$ cat config.mk
export PLATFORM = sky130hd
export DESIGN_NAME = imem_program_loader_flat
export DESIGN_NICKNAME = d
export VERILOG_FILES = /design/src/rtl/imem_program_loader_if.sv /design/src/rtl/imem_program_loader.sv /design/src/flat_wrapper.sv
export SDC_FILE = /design/constraint.sdc
export NUM_CORES = 1
export LEC_CHECK = 0
export ABC_AREA = 1
export CORE_ASPECT_RATIO = 1.1
export CORE_MARGIN = 1
export CORE_UTILIZATION = 25
export DETAILED_ROUTE_END_ITERATION = 12
export PLACE_DENSITY = 0.48
export RECOVER_POWER = 25
export SYNTH_ARGS = -nofsm -noshare
export SYNTH_HDL_FRONTEND = slang
export SYNTH_SLANG_ARGS = --single-unit
$ cat constraint.sdc
create_clock -name clk -period 5.43 [get_ports clk]
set_clock_uncertainty 0.1 [all_clocks]
set_input_delay 0.8145 -clock clk [delete_from_list [all_inputs] [get_ports clk]]
set_output_delay 0.8145 -clock clk [all_outputs]
set_load 0.02 [all_outputs]
$ cat src/rtl/imem_program_loader_if.sv
// Byte-stream ingress and IMEM write port of the program loader.
// The loader connects through the slave modport (it consumes the byte
// stream and produces the IMEM writes); a stream source/IMEM model uses master.
interface imem_program_loader_if #(
  parameter int ADDR_WIDTH = 8
) ();

  logic                  in_valid;
  logic [7:0]            in_data;
  logic                  in_ready;
  logic                  imem_we;
  logic [ADDR_WIDTH-1:0] imem_addr;
  logic [31:0]           imem_wdata;

  modport slave (
    input  in_valid,
    input  in_data,
    output in_ready,
    output imem_we,
    output imem_addr,
    output imem_wdata
  );

  modport master (
    output in_valid,
    output in_data,
    input  in_ready,
    input  imem_we,
    input  imem_addr,
    input  imem_wdata
  );

endinterface

$ cat src/rtl/imem_program_loader.sv
// imem_program_loader
// Receives a length-prefixed byte image (LEN_LO, LEN_HI, then 4*N data bytes,
// LSB first), assembles little-endian 32-bit words and writes them to
// consecutive IMEM word addresses starting at 0. The core is held in reset
// until the image is fully committed.
// Optional feature: define IMEM_LOADER_CHECKSUM_EN to require a trailing XOR
// checksum byte (XOR of all data bytes) before the image is accepted.
module imem_program_loader #(
  parameter int ADDR_WIDTH = 8
) (
  input  logic                 clk,
  input  logic                 reset,
  input  logic                 start,
  imem_program_loader_if.slave bus,
  output logic                 cpu_reset_hold,
  output logic                 done,
  output logic                 error
);

  // Largest accepted word count; one more would overrun the IMEM.
  localparam logic [16:0] MAX_WORDS = 17'd1 << ADDR_WIDTH;

  typedef enum logic [2:0] {
    ST_IDLE  = 3'd0,
    ST_LEN0  = 3'd1,
    ST_LEN1  = 3'd2,
    ST_DATA  = 3'd3,
    ST_CHK   = 3'd4,
    ST_DONE  = 3'd5,
    ST_ERROR = 3'd6
  } state_t;

  state_t                state_r;
  logic [15:0]           len_r;
  logic [ADDR_WIDTH-1:0] word_idx_r;
  logic [1:0]            byte_cnt_r;
  logic [23:0]           word_buf_r;

  logic                  transfer_s;
  logic [15:0]           len_s;
  logic [16:0]           len_ext_s;
  logic                  last_word_s;

`ifdef IMEM_LOADER_CHECKSUM_EN
  logic [7:0]            csum_r;

  // Running checksum update: XOR of every data byte seen so far.
  function automatic logic [7:0] xor_fold(input logic [7:0] acc, input logic [7:0] data_byte);
    return acc ^ data_byte;
  endfunction
`endif

  // Handshake decode, full word count as it completes, and last-word detect.
  always_comb begin
    transfer_s  = 1'b0;
    len_s       = 16'd0;
    len_ext_s   = 17'd0;
    last_word_s = 1'b0;
    if (bus.in_valid && bus.in_ready) begin
      transfer_s = 1'b1;
    end else begin
      transfer_s = 1'b0;
    end
    len_s       = {bus.in_data, len_r[7:0]};
    len_ext_s   = {1'b0, len_s};
    last_word_s = ({{(17-ADDR_WIDTH){1'b0}}, word_idx_r} == ({1'b0, len_r} - 17'd1));
  end

  // Loader FSM: stream parsing, word assembly, IMEM write strobe and status.
  always_ff @(posedge clk or negedge reset) begin
    if (!reset) begin
      state_r        <= ST_IDLE;
      len_r          <= 16'd0;
      word_idx_r     <= '0;
      byte_cnt_r     <= 2'd0;
      word_buf_r     <= 24'd0;
      bus.in_ready   <= 1'b0;
      bus.imem_we    <= 1'b0;
      bus.imem_addr  <= '0;
      bus.imem_wdata <= 32'd0;
      cpu_reset_hold <= 1'b1;
      done           <= 1'b0;
      error          <= 1'b0;
`ifdef IMEM_LOADER_CHECKSUM_EN
      csum_r         <= 8'd0;
`endif
    end else begin
      // The write strobe is a single-cycle pulse; address/data hold otherwise.
      bus.imem_we <= 1'b0;
      case (state_r)
        ST_IDLE: begin
          state_r      <= ST_LEN0;
          bus.in_ready <= 1'b1;
        end

        ST_LEN0: begin
          if (transfer_s) begin
            len_r[7:0] <= bus.in_data;
            state_r    <= ST_LEN1;
          end
        end

        ST_LEN1: begin
          if (transfer_s) begin
            len_r <= len_s;
            if (len_s == 16'd0) begin
`ifdef IMEM_LOADER_CHECKSUM_EN
              // Empty image still carries a checksum byte (expected 8'h00).
              state_r <= ST_CHK;
`else
              state_r      <= ST_DONE;
              done         <= 1'b1;
              bus.in_ready <= 1'b0;
`endif
            end else if (len_ext_s > MAX_WORDS) begin
              state_r      <= ST_ERROR;
              error        <= 1'b1;
              bus.in_ready <= 1'b0;
            end else begin
              state_r <= ST_DATA;
            end
          end
        end

        ST_DATA: begin
          if (transfer_s) begin
`ifdef IMEM_LOADER_CHECKSUM_EN
            csum_r <= xor_fold(csum_r, bus.in_data);
`endif
            byte_cnt_r <= byte_cnt_r + 2'd1;
            case (byte_cnt_r)
              2'd0: word_buf_r[7:0]   <= bus.in_data;
              2'd1: word_buf_r[15:8]  <= bus.in_data;
              2'd2: word_buf_r[23:16] <= bus.in_data;
              2'd3: begin
                // Fourth byte completes the word; it is written next cycle
                // while the stream keeps flowing.
                bus.imem_we    <= 1'b1;
                bus.imem_addr  <= word_idx_r;
                bus.imem_wdata <= {bus.in_data, word_buf_r};
                word_idx_r     <= word_idx_r + ADDR_WIDTH'(1'b1);
                if (last_word_s) begin
`ifdef IMEM_LOADER_CHECKSUM_EN
                  state_r <= ST_CHK;
`else
                  state_r      <= ST_DONE;
                  done         <= 1'b1;
                  bus.in_ready <= 1'b0;
`endif
                end
              end
              default: word_buf_r <= word_buf_r;
            endcase
          end
        end

`ifdef IMEM_LOADER_CHECKSUM_EN
        ST_CHK: begin
          if (transfer_s) begin
            bus.in_ready <= 1'b0;
            if (bus.in_data == csum_r) begin
              state_r <= ST_DONE;
              done    <= 1'b1;
            end else begin
              // Words already written stay in IMEM; the core remains held.
              state_r <= ST_ERROR;
              error   <= 1'b1;
            end
          end
        end
`endif

        ST_DONE, ST_ERROR: begin
          if (start) begin
            state_r        <= ST_LEN0;
            bus.in_ready   <= 1'b1;
            done           <= 1'b0;
            error          <= 1'b0;
            cpu_reset_hold <= 1'b1;
            len_r          <= 16'd0;
            word_idx_r     <= '0;
            byte_cnt_r     <= 2'd0;
`ifdef IMEM_LOADER_CHECKSUM_EN
            csum_r         <= 8'd0;
`endif
          end else begin
            // Core is released only once the image is committed (the cycle
            // after entering DONE, i.e. after the final write pulse).
            cpu_reset_hold <= (state_r == ST_ERROR);
          end
        end

        default: begin
          state_r        <= ST_IDLE;
          bus.in_ready   <= 1'b0;
          cpu_reset_hold <= 1'b1;
          done           <= 1'b0;
          error          <= 1'b0;
        end
      endcase
    end
  end

endmodule

$ cat src/flat_wrapper.sv
// flat-port wrapper written by rule: the top's interface ports become plain ports
module imem_program_loader_flat 
#(
  parameter int ADDR_WIDTH = 8
)
  (clk, reset, start, cpu_reset_hold, done, error, bus_in_valid, bus_in_data, bus_in_ready, bus_imem_we, bus_imem_addr, bus_imem_wdata);
  imem_program_loader_if #(.ADDR_WIDTH(ADDR_WIDTH)) bus_i ();
  input  logic clk;
  input  logic reset;
  input  logic start;
  output logic cpu_reset_hold;
  output logic done;
  output logic error;
  input wire logic [$bits(bus_i.in_valid)-1:0] bus_in_valid;
  input wire logic [$bits(bus_i.in_data)-1:0] bus_in_data;
  output wire logic [$bits(bus_i.in_ready)-1:0] bus_in_ready;
  output wire logic [$bits(bus_i.imem_we)-1:0] bus_imem_we;
  output wire logic [$bits(bus_i.imem_addr)-1:0] bus_imem_addr;
  output wire logic [$bits(bus_i.imem_wdata)-1:0] bus_imem_wdata;
  assign bus_i.in_valid = bus_in_valid;
  assign bus_i.in_data = bus_in_data;
  assign bus_in_ready = bus_i.in_ready;
  assign bus_imem_we = bus_i.imem_we;
  assign bus_imem_addr = bus_i.imem_addr;
  assign bus_imem_wdata = bus_i.imem_wdata;
  imem_program_loader #(.ADDR_WIDTH(ADDR_WIDTH)) u_core (.clk(clk), .reset(reset), .start(start), .bus(bus_i), .cpu_reset_hold(cpu_reset_hold), .done(done), .error(error));
endmodule
==> results.txt, run 1 <==
drt first pass iters -> 6
DR WL/cell -> 13.9 um
failing checks -> max-capacitance violations, max-slew violations
largest net degree at the start of global routing -> 64
Reg area -> 2450 um2
area of the multi-input gates -> 1900 um2
Power Density -> 457 nW/um2
Max-Cap Viols -> 1
most frequent cells in the layout -> nand2_1, dfrtp_1, o21ai_0
Final nets -> 666
Min Clock Period, post-route -> 2880 ps
Resized cells post-CTS -> 0
CP max stage cell -> clkbuf_1
Syn Area/Cell -> 7.91 um2
Reg2Reg Depth -> 8
Post-CTS Setup Repair Bufs -> 0
critical path's top delay family -> buffers and inverters
worst min path class -> flop to flop
clock buffer depth -> 2
crit path DAT -> 3150 ps
Hold Path Stages -> 2
Fin Setup TNS -> 0 ps
Worst-path clk slew -> 70 ps
core area -> 18300 um2
Die W -> 132 um
Slew HR -> -34.8%
number of synthesized flops with an enable pin -> 0
Syn Inst Count -> 592
Post-DP Area -> 5480 um2
worst skew pair latency -> 350 ps
ys async rst share -> 100%
Max VDD drop -> 0.157 mV
endpoint type of the worst setup path -> async pin
Num CTS Buffers -> 9
Worst path depth -> 2
final instance area -> 5770 um2
worst-margin pin slew -> 2020 ps
DR vias -> 3916
pre-CTS WS -> 2580 ps
Critical Path, Cell by Cell -> clkbuf_1 > buf_4
Pins Over Slew Limit -> 37
Routed Antenna Nets -> 0
met3 Resource Use GR -> 2.68%
Worst Setup Path Type -> input port to async pin
fmax -> 347 MHz
die height -> 146 um
Total Wirelength -> 12.4 mm
Total Power -> 2.64 mW
final setup fails -> 0
drt initial violations -> 247
dominant synthesized flop cell -> dfrtp_1
post-DP HPWL -> 8.98 mm
synthesized cell area -> 4680 um2
area grow syn2layout -> 23.2%
Final Cycle Share -> 53.0%
Diodes inserted -> 0
final non-filler cell total -> 895
Critical path buffers and inverters -> 2
CP Launch Type -> input port
unrepaired setup endpoints after global routing -> no
Cell Rows -> 52
I/O pins -> 57
post-synthesis sequential area ratio -> 52.4%
Cell variety after synth -> 34
CTS Root Cell -> clkbuf_16
gr busiest metal -> met2
commonest non-fill, non-tap cell in the layout -> nand2_1
DRC -> 0
Starting Density -> 25.5%
syn nets -> 611
yosys warns -> 0
GPL Wtd Cong -> 0.885
IO buf count -> 56
status -> finished with violations
max incr delay on CP -> 1420 ps
leakage power -> 2.81 nW
worst hold slack -> 377 ps
final core occ -> 31.4%
gr usage total -> 13.6%
Inst Count DP -> 879
final worst slack -> 2550 ps
CTS tree -> built
global-route wire length before repair -> 20.6 mm
met2 global-route usage -> 23.3%
vias in the first global route -> 3996
hold_buf cts -> 0
DIE AREA -> 19300 um2
Filler cells -> 1981
crit path max fanout -> 63
CP required -> 5700 ps
synthesis-stage register bit count -> 98
CTS Sinks -> 98
global routing usage on met1 -> 16.5%
fraction of layout cells with a size suffix above 1 -> 5.83%
Overflow after GRT -> 0
initial antenna violation count -> 0
DR vias/cell -> 4.38
final hold vios -> 0
H-Tree Depth -> 3
[worst paths after layout]
kind / end / slack (ps) / start
max: u_core.bus.imem_wdata[16] / 2550 / reset
min: u_core.bus.imem_wdata[12] / 380 / u_core.word_buf_r[12]
max reg2reg: u_core.len_r[0] / 3050 / u_core.state_r[0]
min reg2reg: u_core.bus.imem_wdata[12] / 380 / u_core.word_buf_r[12]
max in group clk: u_core.len_r[0] / 2720 / start
min in group asynchronous: u_core.word_buf_r[5] / 930 / reset
[state kept, by name, indices dropped and copies added, names as in the netlist, 2 cells and up]
register,flops
u_core.bus.imem_wdata,32
u_core.word_buf_r,24
u_core.len_r,16
u_core.bus.imem_addr,8
u_core.word_idx_r,8
u_core.state_r,3
u_core.byte_cnt_r,2
[synthesized netlist by cell type, types with 2 or more instances]
cell type	number	area, um2
buf_2	6	30.0
ha_1	7	87.6
a21oi_1	3	15.0
nand2_1	216	811
buf_4	2	15.0
inv_1	59	221
nand2_2	5	31.3
nor2_2	2	12.5
nor3_1	7	35.0
o21ai_0	69	345
nand3_2	2	20.0
clkbuf_1	5	18.8
inv_2	3	11.3
nand4_1	4	25.0
nand3_1	27	135
xor2_1	2	17.5
xnor2_1	3	26.3
nor2_4	3	33.8
nor2_1	56	210
dfrtp_1	97	2430
[report_power, final]
group          leakage (nW)  internal (mW)  switching (mW)  total (mW)
Clock                 0.151          0.374           0.293       0.666
Sequential             1.32          0.907           0.153        1.06
Combinational          1.34          0.313           0.599       0.912
[final cells by class]
type	instances	area share (%)
clock buffers	11	4.21
clock inverters	5	1.06
inverters	63	4.10
multi-input cells	417	33.0
flip-flops and latches	98	42.5
well taps	243	5.27
repair buffers	58	9.87
[logic make-up (layout without fill, tap and decap cells)]
family	count (synthesis)	in the layout	synth area share [%]
simple gates	327	327	29.2
flops	98	98	52.4
compound gates	78	78	8.90
buf+inv	77	137	6.65
fa+ha+maj	7	7	1.87
xor+xnor	5	5	0.935
[metal layers]
layer	vias up	share of wire, %	wire [um]
met4	0	2.7	337
met3	25	3.3	405
met5	-	0	0
met1	1852	45	5560
li1	1963	-	-
met2	76	49	6130
Power figures use the tool's default switching activity.
==> inputs of run 2 (changes only) <==
==> constraint.sdc (replaced) <==
create_clock -name clk -period 3 [get_ports clk]
set_clock_uncertainty 0.1 [all_clocks]
set_input_delay 0.45 -clock clk [delete_from_list [all_inputs] [get_ports clk]]
set_output_delay 0.45 -clock clk [all_outputs]
set_load 0.02 [all_outputs]
==> run 2 against run 1 <==
The run now ends clean; critical path depth rose by 13; sequential power up 80%; global-route usage decreased by 0.21 points; cell count up 0.34%; highest routed layer unchanged; total power grew 81%; sequential share of layout area is 0.28 points lower; critical endpoint is now u_core.state_r[0].
==> results.txt, run 2 (same netlist as run 1, synthesis figures left out) <==
status -> finished, final reports clean
Overflow after GRT -> 0
endpoint type of the worst setup path -> flop
max reg flops -> 32
Post-CTS Setup Repair Bufs -> 0
fraction of layout cells with a size suffix above 1 -> 6.56%
Top reg by flops -> u_core.bus.imem_wdata
uppermost layer routed -> met4
drt first pass iters -> 5
area grow syn2layout -> 24.0%
CP most frequent cell -> nand2_1
CP Launch Type -> flop
CTS Root Cell -> clkbuf_16
Min Clock Period, post-route -> 2230 ps
die height -> 146 um
DIE AREA -> 19300 um2
final non-filler cell total -> 898
post-DP HPWL -> 8.85 mm
top flop regs -> u_core.bus.imem_wdata (32), u_core.word_buf_r (24), u_core.len_r (16)
critical path's top delay family -> simple AND/OR/NAND/NOR gates
IO buf count -> 56
DR vias/cell -> 4.35
Slew HR -> 16.4%
hold_buf cts -> 0
Critical Path, Cell by Cell -> inv_1 > ha_1 > nand2_2 > inv_1 > nand2_1 > nand2_1 > nand2_1 > nor2_1 > nand2_1 > nor2_1 > nand3_1 > nand2_2 > nand2_2 > nand2_1 > nand2_1
Routed Antenna Nets -> 0
Die W -> 132 um
Power Density -> 823 nW/um2
Diodes inserted -> 0
metal3 WL -> 484 um
Fin Setup TNS -> 0 ps
H-Tree Depth -> 3
Worst-path clk slew -> 70 ps
Worst Setup Path Type -> flop to flop
Max-Cap Viols -> 0
worst min path class -> input port to async pin
CTS tree -> built
pre-CTS WS -> 642 ps
core area -> 18300 um2
leakage power -> 2.84 nW
fmax -> 449 MHz
Starting Density -> 25.5%
CTS Sinks -> 98
Cell Rows -> 52
largest net degree at the start of global routing -> 51
unrepaired setup endpoints after global routing -> no
Num CTS Buffers -> 9
GPL Wtd Cong -> 0.900
global-route wire length before repair -> 20.3 mm
drt initial violations -> 320
max incr delay on CP -> 410 ps
Filler cells -> 1975
area of the multi-input gates -> 1920 um2
Max VDD drop -> 0.292 mV
DRC -> 0
I/O pins -> 57
clock buffer depth -> 2
crit path max fanout -> 8
Reg area -> 2450 um2
CP max stage cell -> dfrtp_1
crit path DAT -> 2370 ps
Total Wirelength -> 11.8 mm
DR WL/cell -> 13.2 um
final setup fails -> 0
final worst slack -> 772 ps
CP required -> 3140 ps
commonest non-fill, non-tap cell in the layout -> nand2_1
final hold vios -> 0
Final nets -> 669
worst skew pair latency -> 350 ps
WL met2 -> 5.73 mm
Final Cycle Share -> 74.3%
Met1 Wirelength -> 5.45 mm
DR vias -> 3905
gr usage total -> 13.4%
Resized cells post-CTS -> 0
Critical path buffers and inverters -> 2
most frequent cells in the layout -> nand2_1, dfrtp_1, o21ai_0
Inst Count DP -> 882
initial antenna violation count -> 0
vias in the first global route -> 3924
Pins Over Slew Limit -> 0
worst-margin pin slew -> 1250 ps
-- run 2: changes by cell type in the layout (fill, tap and decap cells not counted), sizes merged --
cell / before / now
dlygate4sd3: 1 / 0
buf: 2 / 4
clkbuf: 12 / 13
clkdlybuf4s50: 54 / 55
-- run 2: worst paths after layout --
path / startpoint / to / slack [ps] / cells after the start
setup / recovery: u_core.len_r[0] / u_core.state_r[0] / 770 / 15
hold / removal: reset / u_core.bus.imem_wdata[4] / 260 / 1
setup reg to reg: u_core.len_r[0] / u_core.state_r[0] / 770 / 15
hold reg to reg: u_core.word_buf_r[20] / u_core.bus.imem_wdata[20] / 370 / 2
max in group asynchronous: reset / u_core.state_r[0] / 1100 / 2
min in group clk: u_core.word_buf_r[20] / u_core.bus.imem_wdata[20] / 370 / 2
-- run 2: metrics by stage --
step	power (mW)	util, %	hold WS [ps]	instance area (um2)
floorplan	3.11	-	54.4	4680
detailed placement	3.62	30.1	357	5520
global placement	3.59	30.1	358	5520
CTS	4.84	31.7	44.6	5820
global route	5.20	31.6	363	5810
finish	4.78	31.6	263	5810
-- run 2: final cells by class --
type	count	share of cell area, %
flip-flops and latches	98	42.3
clock buffers	11	4.18
inverters	63	4.07
multi-input cells	417	33.0
well taps	243	5.24
repair buffers	61	10.2
clock inverters	5	1.06
-- run 2: layer usage --
layer	up-vias	global-route usage, %
met1	1839	17.2
li1	1977	-
met4	0	4.89
met2	76	22.2
met5	-	0
met3	13	2.72
-- run 2: power breakdown --
group / internal (mW) / switching, mW / leakage (nW)
clock network: 0.676 / 0.519 / 0.151
registers: 1.64 / 0.265 / 1.32
logic: 0.582 / 1.10 / 1.37
total: 2.90 / 1.88 / 2.84
-- run 2: worst reg2reg max path, cell delays in order (launching register included) --
cell     delay (ps)
dfrtp_1         410
inv_1           120
ha_1            230
nand2_2         150
inv_1           120
nand2_1          60
nand2_1          70
nand2_1          50
nor2_1          150
nand2_1          70
nor2_1          110
nand3_1         120
nand2_2         160
nand2_2          70
nand2_1          70
nand2_1          50
